File: config.mk
export PLATFORM = sky130hd
export DESIGN_NAME = switch_nport_flat
export DESIGN_NICKNAME = d
export VERILOG_FILES = /design/src/rtl/switch_pkg.sv /design/src/rtl/switch_if.sv /design/src/rtl/switch_fifo.sv /design/src/rtl/switch_nport.sv /design/src/flat_wrapper.sv
export SDC_FILE = /design/constraint.sdc
export NUM_CORES = 1
export LEC_CHECK = 0
export BUFFER_PORTS_ARGS = -buffer_cell sky130_fd_sc_hd__buf_4
export CAP_MARGIN = 20
export CORE_MARGIN = 2
export CORE_UTILIZATION = 44
export DETAILED_ROUTE_END_ITERATION = 8
export GPL_TIMING_DRIVEN = 0
export PLACE_DENSITY = 0.69
export SLEW_MARGIN = 20
export SYNTH_ARGS = -nofsm -noshare
export SYNTH_HDL_FRONTEND = slang
export SYNTH_HIERARCHICAL = 1
export SYNTH_SLANG_ARGS = --single-unit
File: constraint.sdc
create_clock -name clk -period 6.6 [get_ports clk]
set_input_delay 0.66 -clock clk [delete_from_list [all_inputs] [get_ports clk]]
set_output_delay 0.66 -clock clk [all_outputs]
set_load 0.005 [all_outputs]
File: src/rtl/switch_pkg.sv
// Shared types and helper functions for the N-port address-routed switch.
package switch_pkg;

   // Widest address the broadcast helper can describe.
   localparam int MAX_ADDR_W = 32;

   // Route decode for an incoming word: one port, or every port.
   typedef enum logic [0:0] {
      ROUTE_UNI   = 1'b0,
      ROUTE_BCAST = 1'b1
   } route_t;

   // Number of address MSBs needed to select one of n ports.
   function automatic int port_sel_w(input int n);
      return $clog2(n);
   endfunction

   // All-ones value of the given width (the reserved broadcast address).
   function automatic logic [MAX_ADDR_W-1:0] bcast_addr(input int width);
      logic [MAX_ADDR_W-1:0] v;
      v = {MAX_ADDR_W{1'b0}};
      for (int i = 0; i < MAX_ADDR_W; i++) begin
         if (i < width) begin
            v[i] = 1'b1;
         end else begin
            v[i] = 1'b0;
         end
      end
      return v;
   endfunction

endpackage

File: src/rtl/switch_if.sv
// Input stream plus packed per-port output channels of the N-port switch.
interface switch_if #(
   parameter int ADDR_WIDTH = 8,
   parameter int DATA_WIDTH = 16,
   parameter int NUM_PORTS  = 4
);
   logic                            vld;
   logic                            rdy;
   logic [ADDR_WIDTH-1:0]           addr;
   logic [DATA_WIDTH-1:0]           data;
   logic [NUM_PORTS-1:0]            out_vld;
   logic [NUM_PORTS-1:0]            out_rdy;
   logic [NUM_PORTS*ADDR_WIDTH-1:0] out_addr;
   logic [NUM_PORTS*DATA_WIDTH-1:0] out_data;
   logic [NUM_PORTS-1:0]            port_full;

   // Source/sink side: drives the input word and the downstream readies.
   modport master (
      output vld, addr, data, out_rdy,
      input  rdy, out_vld, out_addr, out_data, port_full
   );

   // Switch side.
   modport slave (
      input  vld, addr, data, out_rdy,
      output rdy, out_vld, out_addr, out_data, port_full
   );
endinterface

File: src/rtl/switch_fifo.sv
// First-word-fall-through FIFO with wrap-bit pointers and registered flags.
// A push into a full FIFO is dropped even if a pop happens the same cycle;
// the switch never offers such a push because rdy already excludes it.
module switch_fifo #(
   parameter int WIDTH = 24,
   parameter int DEPTH = 4
) (
   input  logic             clk,
   input  logic             rst,
   input  logic             push,
   input  logic             pop,
   input  logic [WIDTH-1:0] din,
   output logic             full,
   output logic             empty,
   output logic [WIDTH-1:0] head
);
   localparam int PW = $clog2(DEPTH);

   logic [WIDTH-1:0] mem [DEPTH];
   logic [PW:0]      wr_ptr_r;
   logic [PW:0]      rd_ptr_r;
   logic [PW:0]      wr_nxt_s;
   logic [PW:0]      rd_nxt_s;
   logic             full_r;
   logic             empty_r;
   logic             do_push_s;
   logic             do_pop_s;

   // Qualify requests against the current flags and compute next pointers.
   always_comb begin
      do_push_s = push && !full_r;
      do_pop_s  = pop && !empty_r;
      if (do_push_s) begin
         wr_nxt_s = wr_ptr_r + {{PW{1'b0}}, 1'b1};
      end else begin
         wr_nxt_s = wr_ptr_r;
      end
      if (do_pop_s) begin
         rd_nxt_s = rd_ptr_r + {{PW{1'b0}}, 1'b1};
      end else begin
         rd_nxt_s = rd_ptr_r;
      end
   end

   // Pointer and flag registers; flags are derived from the next pointers so they stay registered.
   always_ff @(posedge clk or posedge rst) begin
      if (rst) begin
         wr_ptr_r <= {(PW+1){1'b0}};
         rd_ptr_r <= {(PW+1){1'b0}};
         full_r   <= 1'b0;
         empty_r  <= 1'b1;
      end else begin
         wr_ptr_r <= wr_nxt_s;
         rd_ptr_r <= rd_nxt_s;
         full_r   <= (wr_nxt_s[PW-1:0] == rd_nxt_s[PW-1:0]) && (wr_nxt_s[PW] != rd_nxt_s[PW]);
         empty_r  <= (wr_nxt_s == rd_nxt_s);
      end
   end

   // Storage array; contents need no reset because the pointers define validity.
   always_ff @(posedge clk) begin
      if (do_push_s) begin
         mem[wr_ptr_r[PW-1:0]] <= din;
      end
   end

   // Head is forced to zero while empty so nothing stale is ever presented.
   always_comb begin
      if (empty_r) begin
         head = {WIDTH{1'b0}};
      end else begin
         head = mem[rd_ptr_r[PW-1:0]];
      end
   end

   assign full  = full_r;
   assign empty = empty_r;

endmodule

File: src/rtl/switch_nport.sv
// N-output address-routed switch: one input stream steered by the address
// MSBs to per-port FWFT FIFOs; an all-ones address optionally broadcasts.
// rdy depends only on addr and the registered full flags, never on out_rdy.
module switch_nport
   import switch_pkg::*;
#(
   parameter int ADDR_WIDTH = 8,
   parameter int DATA_WIDTH = 16,
   parameter int NUM_PORTS  = 4,
   parameter int FIFO_DEPTH = 4,
   parameter bit BCAST_EN   = 1'b1
) (
   input logic     clk,
   input logic     rst,
   switch_if.slave bus
);
   localparam int PSW = port_sel_w(NUM_PORTS);
   localparam int FW  = ADDR_WIDTH + DATA_WIDTH;
   localparam logic [ADDR_WIDTH-1:0] BCAST = ADDR_WIDTH'(bcast_addr(ADDR_WIDTH));

   route_t               route_s;
   logic [PSW-1:0]       sel_s;
   logic                 rdy_s;
   logic                 accept_s;
   logic [NUM_PORTS-1:0] push_s;
   logic [NUM_PORTS-1:0] pop_s;
   logic [NUM_PORTS-1:0] full_s;
   logic [NUM_PORTS-1:0] empty_s;
   logic [FW-1:0]        head_s [NUM_PORTS];

   // Decode destination port and route type from the input address.
   always_comb begin
      sel_s = bus.addr[ADDR_WIDTH-1 -: PSW];
      if (BCAST_EN && (bus.addr == BCAST)) begin
         route_s = ROUTE_BCAST;
      end else begin
         route_s = ROUTE_UNI;
      end
   end

   // Accept only if every targeted FIFO has room, which keeps broadcast atomic.
   always_comb begin
      case (route_s)
         ROUTE_UNI:   rdy_s = !full_s[sel_s];
         ROUTE_BCAST: rdy_s = !(|full_s);
         default:     rdy_s = 1'b0;
      endcase
      accept_s = bus.vld && rdy_s;
   end

   // Per-port push enables for an accepted word.
   always_comb begin
      push_s = {NUM_PORTS{1'b0}};
      for (int p = 0; p < NUM_PORTS; p++) begin
         case (route_s)
            ROUTE_UNI:   push_s[p] = accept_s && (sel_s == PSW'(p));
            ROUTE_BCAST: push_s[p] = accept_s;
            default:     push_s[p] = 1'b0;
         endcase
      end
   end

   assign pop_s = ~empty_s & bus.out_rdy;

   for (genvar g = 0; g < NUM_PORTS; g++) begin : g_port
      switch_fifo #(
         .WIDTH (FW),
         .DEPTH (FIFO_DEPTH)
      ) u_fifo (
         .clk   (clk),
         .rst   (rst),
         .push  (push_s[g]),
         .pop   (pop_s[g]),
         .din   ({bus.addr, bus.data}),
         .full  (full_s[g]),
         .empty (empty_s[g]),
         .head  (head_s[g])
      );
   end

   // Pack each FIFO head onto the flat per-port output buses.
   always_comb begin
      bus.out_addr = {(NUM_PORTS*ADDR_WIDTH){1'b0}};
      bus.out_data = {(NUM_PORTS*DATA_WIDTH){1'b0}};
      for (int p = 0; p < NUM_PORTS; p++) begin
         bus.out_addr[p*ADDR_WIDTH +: ADDR_WIDTH] = head_s[p][DATA_WIDTH +: ADDR_WIDTH];
         bus.out_data[p*DATA_WIDTH +: DATA_WIDTH] = head_s[p][DATA_WIDTH-1:0];
      end
   end

   assign bus.rdy       = rdy_s;
   assign bus.out_vld   = ~empty_s;
   assign bus.port_full = full_s;

endmodule

File: src/flat_wrapper.sv
// flat-port wrapper written by rule: the top's interface ports become plain ports
module switch_nport_flat import switch_pkg::*;
#(
   parameter int ADDR_WIDTH = 8,
   parameter int DATA_WIDTH = 16,
   parameter int NUM_PORTS  = 4,
   parameter int FIFO_DEPTH = 4,
   parameter bit BCAST_EN   = 1'b1
)
  (clk, rst, bus_vld, bus_addr, bus_data, bus_out_rdy, bus_rdy, bus_out_vld, bus_out_addr, bus_out_data, bus_port_full);
  switch_if #(.ADDR_WIDTH(ADDR_WIDTH), .DATA_WIDTH(DATA_WIDTH), .NUM_PORTS(NUM_PORTS)) bus_i ();
  input logic clk;
  input logic rst;
  input wire logic [$bits(bus_i.vld)-1:0] bus_vld;
  input wire logic [$bits(bus_i.addr)-1:0] bus_addr;
  input wire logic [$bits(bus_i.data)-1:0] bus_data;
  input wire logic [$bits(bus_i.out_rdy)-1:0] bus_out_rdy;
  output wire logic [$bits(bus_i.rdy)-1:0] bus_rdy;
  output wire logic [$bits(bus_i.out_vld)-1:0] bus_out_vld;
  output wire logic [$bits(bus_i.out_addr)-1:0] bus_out_addr;
  output wire logic [$bits(bus_i.out_data)-1:0] bus_out_data;
  output wire logic [$bits(bus_i.port_full)-1:0] bus_port_full;
  assign bus_i.vld = bus_vld;
  assign bus_i.addr = bus_addr;
  assign bus_i.data = bus_data;
  assign bus_i.out_rdy = bus_out_rdy;
  assign bus_rdy = bus_i.rdy;
  assign bus_out_vld = bus_i.out_vld;
  assign bus_out_addr = bus_i.out_addr;
  assign bus_out_data = bus_i.out_data;
  assign bus_port_full = bus_i.port_full;
  switch_nport #(.ADDR_WIDTH(ADDR_WIDTH), .DATA_WIDTH(DATA_WIDTH), .NUM_PORTS(NUM_PORTS), .FIFO_DEPTH(FIFO_DEPTH), .BCAST_EN(BCAST_EN)) u_core (.clk(clk), .rst(rst), .bus(bus_i));
endmodule
; Yosys cells after proc, flatten, opt, wreduce, memory -nomap -nowiden
; Memory sizes are Yosys's and may differ from the RTL's.
; Index checks and enable logic that the tools add are counted.
[op_classes]
magnitude_cmp = 1
n_mux = 28
eq_ne = 16
n_bitwise = 3
n_reduce_logical = 29
addsub = 8
[ops]
columns = operator, n
row1 = $mux 24, 4
row2 = $add 3x1->3 const B, 8
row3 = $mux 3, 8
row4 = $logic_and 1x1->1, 17
row5 = $eq 3x3->1, 4
row6 = $logic_not 1->1, 10
row7 = $mux 1, 10
row8 = $pmux 1 s2, 5
row9 = $eq 2x2->1, 4
row10 = $eq 8x8->1 const B, 1
row11 = $and 4x4->4, 1
row12 = $eq 2x2->1 const B, 2
row13 = $ne 1x1->1, 4
row14 = $not 4->4, 1
row15 = $reduce_or 4->1, 1
row16 = $lt 2x3->1 const B, 1
row17 = $bmux 1 s2, 1
row18 = $eq 2x1->1 const B, 1
row19 = $logic_not 2->1, 1
row20 = $not 1->1, 1
[word_totals]
word_cells = 105
memories = 4
ff_bits = 32
ram_bits = 384
output_inout_bits = 105
[memory_table]
columns = name, words, word_bits, rd, rd_clocked_by_memory_dff, write_ports, line_no
row1 = u_core.g_port[0].u_fifo.mem, 4, 24, 1, 0, 1, switch_fifo.sv:19  ; logic [WIDTH-1:0] mem [DEPTH];
row2 = u_core.g_port[1].u_fifo.mem, 4, 24, 1, 0, 1, switch_fifo.sv:19
row3 = u_core.g_port[2].u_fifo.mem, 4, 24, 1, 0, 1, switch_fifo.sv:19
row4 = u_core.g_port[3].u_fifo.mem, 4, 24, 1, 0, 1, switch_fifo.sv:19

; Depth between registers and ports, before layout
; Gate-level depths: netlist (run 1).
[depth]
depth_word = 11
mapped_depth = 7

; Modules after synthesis
; Netlist (run 1), hierarchy kept.
[modules_own_cells]
columns = mod, area_per_inst_um2, cells_each, instances, seq_area_each_um2
row1 = switch_fifo at u_core.g_port[1].u_fifo ..., 4086.4, 189, 3, 3084.2
row2 = switch_fifo at u_core.g_port[0].u_fifo, 4081.4, 189, 1, 3084.2
row3 = switch_nport, 162.7, 24, 1, 0.0

; Worst setup path before layout (run 1)
; OpenSTA, ideal clock, no wires.
[synth_timing]
kind = input to register
from = in bus_addr[7]
to = mem u_core.g_port[3].u_fifo.mem[0][0], enable pin
arrival_time_ns = 2.284
setup_time_ns = 0.383
t_required_ns = 6.217
stages = 5
slack_ns = 3.933
cell_sequence = mux4_2 -> o21a_1 -> nor3_2 -> nor2b_4 -> and2_1
[synth_between]
elab_chain_len = 10
word_cells_on_any_way = 14
cone_classes = eq/ne (2) / mux (7) / bitwise (1) / reduce/logical (4)
[synth_rtl]
columns = element, line_no
row1 = from (decl), flat_wrapper.sv:15  ; input wire logic [$bits(bus_i.addr)-1:0] bus_addr;
row2 = $eq 8x8->1 or $bmux 1 s2 (tied branches), "switch_nport.sv:34, switch_nport.sv:44"
row3 = $mux 1 (on tied branches), "switch_nport.sv:34, switch_nport.sv:44"
row4 = $not 1->1 or $logic_not 1->1 (tied branches), "switch_nport.sv:43, switch_nport.sv:55, switch_nport.sv:44"
row5 = $pmux 1 s2, switch_nport.sv:43  ; case (route_s)
row6 = $logic_and 1x1->1, switch_nport.sv:48  ; accept_s = bus.vld && rdy_s;
row7 = $logic_and 1x1->1, switch_nport.sv:56  ; ROUTE_UNI: push_s[p] = accept_s && (sel_s == PSW'(p));
row8 = $pmux 1 s2 (*), switch_nport.sv:55  ; case (route_s)
row9 = via u_core.push_s[3], switch_nport.sv:25  ; logic [NUM_PORTS-1:0] push_s;
row10 = $logic_and 1x1->1 (*), switch_fifo.sv:31  ; do_push_s = push && !full_r;
row11 = $mux 1 (*), switch_fifo.sv:62  ; if (do_push_s) begin
row12 = $mux 1 (implied by the code) (*), switch_fifo.sv:63  ; mem[wr_ptr_r[PW-1:0]] <= din;
row13 = to (decl), switch_fifo.sv:19
; Mark *: on every way through the listed nets, which the timed path passes. The rest lies on a longest branch. The select of a mux whose other input is x is not followed.

; Worst setup path after layout (run 1)
[layout_timing]
from = reg u_core.g_port[2].u_fifo.rd_ptr_r[1]
to = out bus_out_addr[21]
[layout_between]
elab_chain_len = 2
[layout_rtl]
columns = element, line_no
row1 = from (decl), switch_fifo.sv:21  ; logic [PW:0] rd_ptr_r;
row2 = from (signal assigned), switch_fifo.sv:49  ; rd_ptr_r <= {(PW+1){1'b0}};
row3 = from (signal assigned), switch_fifo.sv:54  ; rd_ptr_r <= rd_nxt_s;
row4 = $mem_v2 4x24, -
row5 = $mux 24, switch_fifo.sv:69  ; if (empty_r) begin
row6 = to (decl), flat_wrapper.sv:20  ; output wire logic [$bits(bus_i.out_addr)-1:0] bus_out_addr;
; Every way passes these cells.

==> results of run 1 <==
## cell usage in the layout (no fill, tap or decap), types with 11 or more instances in the layout
cell and count:
nor2b_1 84, clkinv_1 11, and2_2 12, edfxtp_1 384, dfrtp_1 28, ha_1 20
inv_1 24, xor2_1 20, buf_4 135, mux4_2 97, clkbuf_16 43, clkbuf_1 15
and2b_1 16, buf_2 12
## through the flow
stage / std cells / power [mW] / hold WS, ns
floorplan: 780 / 4.86 / 0.475
global placement: 1383 / 5.90 / 0.492
detailed placement: 1383 / 5.93 / 0.500
CTS: 1456 / 8.33 / 0.105
global route: 1456 / 8.62 / 0.116
finish: 1457 / 8.21 / 0.109
## report_power, final
group	internal, mW	total (mW)	switching (mW)
Sequential	3.11	3.21	0.107
Combinational	1.43	2.61	1.18
Clock	1.46	2.39	0.927
Total	6.00	8.21	2.21
## logic make-up after synthesis
group	after synthesis	synth area share (%)
AOI/OAI and AO/OA	4	0.182
xor gates and xnor gates	28	1.49
adders and majority gates	20	1.52
buffers and inverters	60	2.18
DFF	416	74.8
muxes	105	13.9
and+or+nand+nor	147	6.00
## state kept, by name, summed over array words and instances, names as in the netlist
signal,flops
u_core/g_port.u_fifo/wr_ptr_r,12
u_core/g_port.u_fifo/empty,4
u_core/g_port.u_fifo/rd_ptr_r,12
u_core/g_port.u_fifo/full,4
u_core/g_port.u_fifo/mem,384
## how the worst min path moves through the flow
| stage | startpoint | slack [ns] | endpoint |
|---|---|---|---|
| 2_1_floorplan | rst | 0.47 | u_core/g_port[0].u_fifo/full |
| 3_3_place_gp | u_core/g_port[1].u_fifo/wr_ptr_r[2] | 0.49 | u_core/g_port[1].u_fifo/wr_ptr_r[2] |
| 3_5_place_dp | u_core/g_port[3].u_fifo/wr_ptr_r[2] | 0.50 | u_core/g_port[3].u_fifo/wr_ptr_r[2] |
| 4_1_cts | rst | 0.10 | u_core/g_port[2].u_fifo/wr_ptr_r[2] |
| 5_1_grt | rst | 0.12 | u_core/g_port[1].u_fifo/full |
| 6_report | rst | 0.11 | u_core/g_port[1].u_fifo/full |
## cell type report
cell class	instances	area [um2]
flip-flops and latches	416	12300
clock buffers	50	1100
fillers	2915	17300
clock inverters	23	292
inverters	28	105
diodes	1	2.50
repair buffers	135	1010
plain buffers	32	255
well taps	468	586
multi-input cells	304	3820
## metal layers
| metal | part of all wire (%) | vias to the layer above | track usage [%] |
|---|---|---|---|
| met5 | 0 | - | 0 |
| met4 | 1.7 | 0 | 4.15 |
| met2 | 49 | 190 | 26.7 |
| met3 | 4.6 | 40 | 2.71 |
| met1 | 45 | 3977 | 23.7 |
| li1 | - | 3416 | - |
==> impl_metrics.tcl, run 1 <==
set metrics [dict create \
    outcome "complete, no violations" \
    antenna_found_initial 0 \
    cts_max_level 2 \
    grt_max_degree 25 \
    syn_area_um2 16500 \
    rsz0062_at_grt "no" \
    synthesis.nets 831 \
    post-place-ws_ns 3.31 \
    max_slew.worst_pin.slew_ns 1.07 \
    yosysSeqAreaShare_pct 74.8 \
    leakagePower_nw 6.77 \
    fin_area_um2 19500 \
    io_pins 136 \
    finalSetupTns_ns 0 \
    rr_worst_depth 5 \
    initialDrtViolationCount 484 \
    postCtsSetupRepairBufs 0 \
    cap_violations 0 \
    firstDrtPassIters 5 \
    syn-mean-instance-area_um2 21.2 \
    synth_async_sr_flop_share_pct 7.69 \
    routabilityCongestion 0.714 \
    path_cells "buf_2 > buf_2 > mux4_2 > nor2b_1 > buf_4" \
    worstPathArrival_ns 2.19 \
    layout.nets 1009 \
    drive_gt1_share_pct 35.2 \
    synth_cell_types 29 \
    dr_total_vias 7623 \
    cts.path.max_buffers 3 \
    grt_pass1_vias 7875 \
    startpoint "u_core/g_port[2].u_fifo/rd_ptr_r[1]" \
    layout_min_cycle_time_ns 2.85 \
    wl_per_cell_um 21.8 \
    clk_latency_ns 0.53 \
    cts_buffers 41 \
    hp-class "in -> async" \
    placed_area_um2 18100 \
    ir_drop_uv 181 \
    drc_errors 0 \
    slew_headroom_pct 28.2 \
    area_growth_pct 18.2 \
    cts_root_buffer "clkbuf_16" \
    path_buf_inv 3 \
    row_count 70 \
    cp.depth 5 \
    viasPerCell 5.23 \
    crit_slowest_cell "dfrtp_1" \
    r2r_end "u_core/g_port[1].u_fifo/mem[0][5]" \
    critPathCapture "bus_out_addr[21]" \
    synth_edf_count 384 \
    ant_nets 0 \
    grtUsageTotal_pct 16.5 \
    synth_warnings 6 \
    crit_path_start_kind "flop" \
    r2r_start "u_core/g_port[1].u_fifo/full" \
    path_class "reg -> out" \
    timing.final.ws_setup_ns 3.75 \
    io_buffers 135 \
    cts.sinks 416 \
    period_share_pct 43.1 \
    grt_pass1_wl_um 48100 \
    setup_viol 0 \
    synth-main-ff-cell "edfxtp_1" \
    drv_slew 0 \
    fmax_ghz 0.351 \
    synthTopCellsByCount "edfxtp_1 (384), mux4_2 (97), nor2b_1 (84), dfrtp_1 (28), inv_1 (28)" \
    cp_max_fo 10 \
    overflow 0 \
    dieArea_um2 39100 \
    core_um2 36800 \
    finalHoldViolations 0 \
    fp.dieW_um 198 \
    synth_seq_cells 416 \
    drt_wl_total_um 31800 \
    die_y_um 198 \
    critPathMostFrequentCell "buf_2" \
    yosysTopAreaCell "edfxtp_1" \
    start_util_pct 44.9 \
    cp-end-kind "primary output" \
    max_stage_delay_ns 0.34 \
    clock_skew_ns 0.0147 \
    cp.required_ns 5.94 \
    synth.most_common_cell "edfxtp_1" \
    synth_top_cell_area_share_pct 69.9 \
    clk_pin_slew_ns 0.06 \
    path_delay_family "buffers and inverters" \
    netlist_top_cells_area "edfxtp_1 (70%), mux4_2 (13%), dfrtp_1 (4.2%)" \
    p_per_area_nw_per_um2 421 \
    r2r_setup_slack_ns 3.90 \
    final_util_pct 53.0 \
    syn_inst 780 \
    ctsHoldBuffers 0 \
    dp_hpwl_um 20900 \
    cts_resized 0 \
    cts_tree "yes" \
]
Note: power is estimated with default switching activity, not from simulation.
==> inputs of run 2 (changes only) <==
==> constraint.sdc (replaced) <==
create_clock -name clk -period 2.8 [get_ports clk]
set_input_delay 0.28 -clock clk [delete_from_list [all_inputs] [get_ports clk]]
set_output_delay 0.28 -clock clk [all_outputs]
set_load 0.005 [all_outputs]
==> impl_metrics.tcl, run 2 (same netlist as run 1, synthesis figures left out) <==
set metrics [dict create \
    clk_latency_ns 0.53 \
    drt_wl_total_um 31700 \
    cap_violations 0 \
    fp.dieW_um 198 \
    layout.nets 1010 \
    grtUsageMet3_pct 2.70 \
    hold_slack_ns 0.0737 \
    drc_errors 0 \
    timing.final.ws_setup_ns 0.181 \
    cts_buffers 41 \
    path_buf_inv 0 \
    fmax_ghz 0.382 \
    rsz0062_at_grt "no" \
    clk_pin_slew_ns 0.06 \
    outcome "complete, no violations" \
    layout_commonest_cell "edfxtp_1" \
    met2_usage_pct 26.8 \
    row_count 70 \
    setup_viol 0 \
    initialDrtViolationCount 470 \
    core_um2 36800 \
    dr_total_vias 7586 \
    slew_headroom_pct 32.5 \
    drv_slew 0 \
    met1_usage_pct 23.7 \
    cts_root_buffer "clkbuf_16" \
    grt_max_degree 25 \
    overflow 0 \
    path_cells "mux4_2 > o21a_1 > nor3_2 > nor2b_4 > and2_2" \
    multi_input_area_um2 3830 \
    p_per_area_nw_per_um2 991 \
    area_growth_pct 18.4 \
    period_share_pct 93.5 \
    grt_pass1_wl_um 48100 \
    firstDrtPassIters 4 \
    antenna_found_initial 0 \
    top_usage_layer "met2" \
    dieArea_um2 39100 \
    crit_slowest_cell "and2_2" \
    dp_hpwl_um 20900 \
    layout_min_cycle_time_ns 2.62 \
    layout_common_cells "edfxtp_1 (384), buf_4 (135), mux4_2 (97), nor2b_1 (84), clkbuf_16 (43)" \
    finalHoldViolations 0 \
    finalSetupTns_ns 0 \
    hp-class "in -> reg" \
    postCtsSetupRepairBufs 0 \
    cts_max_level 2 \
    fillCellCount 2915 \
    cp_max_fo 24 \
    clock_skew_ns 0.0149 \
    register_area_um2 12300 \
    cp.required_ns 2.95 \
    leakagePower_nw 6.77 \
    die_y_um 198 \
    p_total_mw 19.4 \
    ir_drop_uv 429 \
    grtUsageTotal_pct 16.6 \
    io_buffers 135 \
    io_pins 136 \
    wl_per_cell_um 21.8 \
    post-place-ws_ns -0.110 \
    path_delay_family "simple AND/OR/NAND/NOR gates" \
    largest_reg_flops 384 \
    viasPerCell 5.20 \
    path_class "reg -> reg" \
    worstPathArrival_ns 2.77 \
    crit_path_start_kind "flop" \
    start_util_pct 44.9 \
    max_stage_delay_ns 0.63 \
    cts.path.max_buffers 3 \
    drive_gt1_share_pct 35.3 \
    routabilityCongestion 0.714 \
    max_slew.worst_pin.slew_ns 1.01 \
    cp-end-kind "flop" \
    cts.sinks 416 \
    grt_pass1_vias 7884 \
    cts_tree "yes" \
    ant_nets 0 \
]
run 2: cell count changes in the layout (fill, tap and decap cells not counted):
cell	change
and2_2	-9
and2_4	+9
clkinvlp_4	+3
inv_2	-2
clkinv_1	-1
dlygate4sd3_1	+1
run 2: worst paths after layout:
check / startpoint / endpoint / slack, ns / cells past startpoint
worst max-delay path: u_core/g_port[3].u_fifo/full / u_core/g_port[3].u_fifo/mem[0][20] / 0.18 / 5
worst min register to register: u_core/g_port[3].u_fifo/wr_ptr_r[2] / u_core/g_port[3].u_fifo/wr_ptr_r[2] / 0.51 / 2
worst max register to register: u_core/g_port[3].u_fifo/full / u_core/g_port[3].u_fifo/mem[0][20] / 0.18 / 5
max in group asynchronous: rst / u_core/g_port[0].u_fifo/empty / 2.20 / 3
min in group asynchronous: rst / u_core/g_port[1].u_fifo/wr_ptr_r[1] / 0.29 / 3
worst min-delay path: bus_data[10] / u_core/g_port[3].u_fifo/mem[3][10] / 0.07 / 1
run 2: final cells by class:
class / instances / area share, %
sequential: 416 / 63.1
multi-input combinational: 304 / 19.6
clock buffer: 50 / 5.64
timing repair buffer: 136 / 5.24
tap: 468 / 3.00
clock inverter: 23 / 1.49
buffer: 32 / 1.31
inverter: 28 / 0.595
antenna: 1 / 0.0128
run 2: metal layers:
metal,vias up,part of all wire (%)
met3,40,4.0
met2,170,49
met5,-,0
li1,3412,-
met4,0,1.7
met1,3964,46
run 2: power by group:
group,internal (mW),switching [mW],leakage (nW),total [mW]
combinational,3.39,2.79,2.25,6.18
sequential,7.32,0.253,3.84,7.58
clock,3.44,2.18,0.672,5.63
total,14.2,5.23,6.77,19.4
run 2: metrics by stage:
step                      cells  util, %  area [um2]
final                      1458     53.1       19500
after global routing       1457     53.1       19500
after CTS                  1457     53.1       19500
after detailed placement   1383     49.3       18100
after global placement     1383     49.2       18100
after floorplan             780        -       16500
run 2: worst register-to-register path, cell delays in order, from the launching register on:
cell and delay, ns:
dfrtp_1 0.47, mux4_2 0.49, o21a_1 0.13, nor3_2 0.25, nor2b_4 0.24, and2_2 0.63
run 2: repair_timing:
item	4_1_cts	5_1_grt
hold endpoints to repair	30	0
hold buffers	1	0
pin swaps	0	0
gates resized for setup	3	9
setup endpoints to repair	54	168
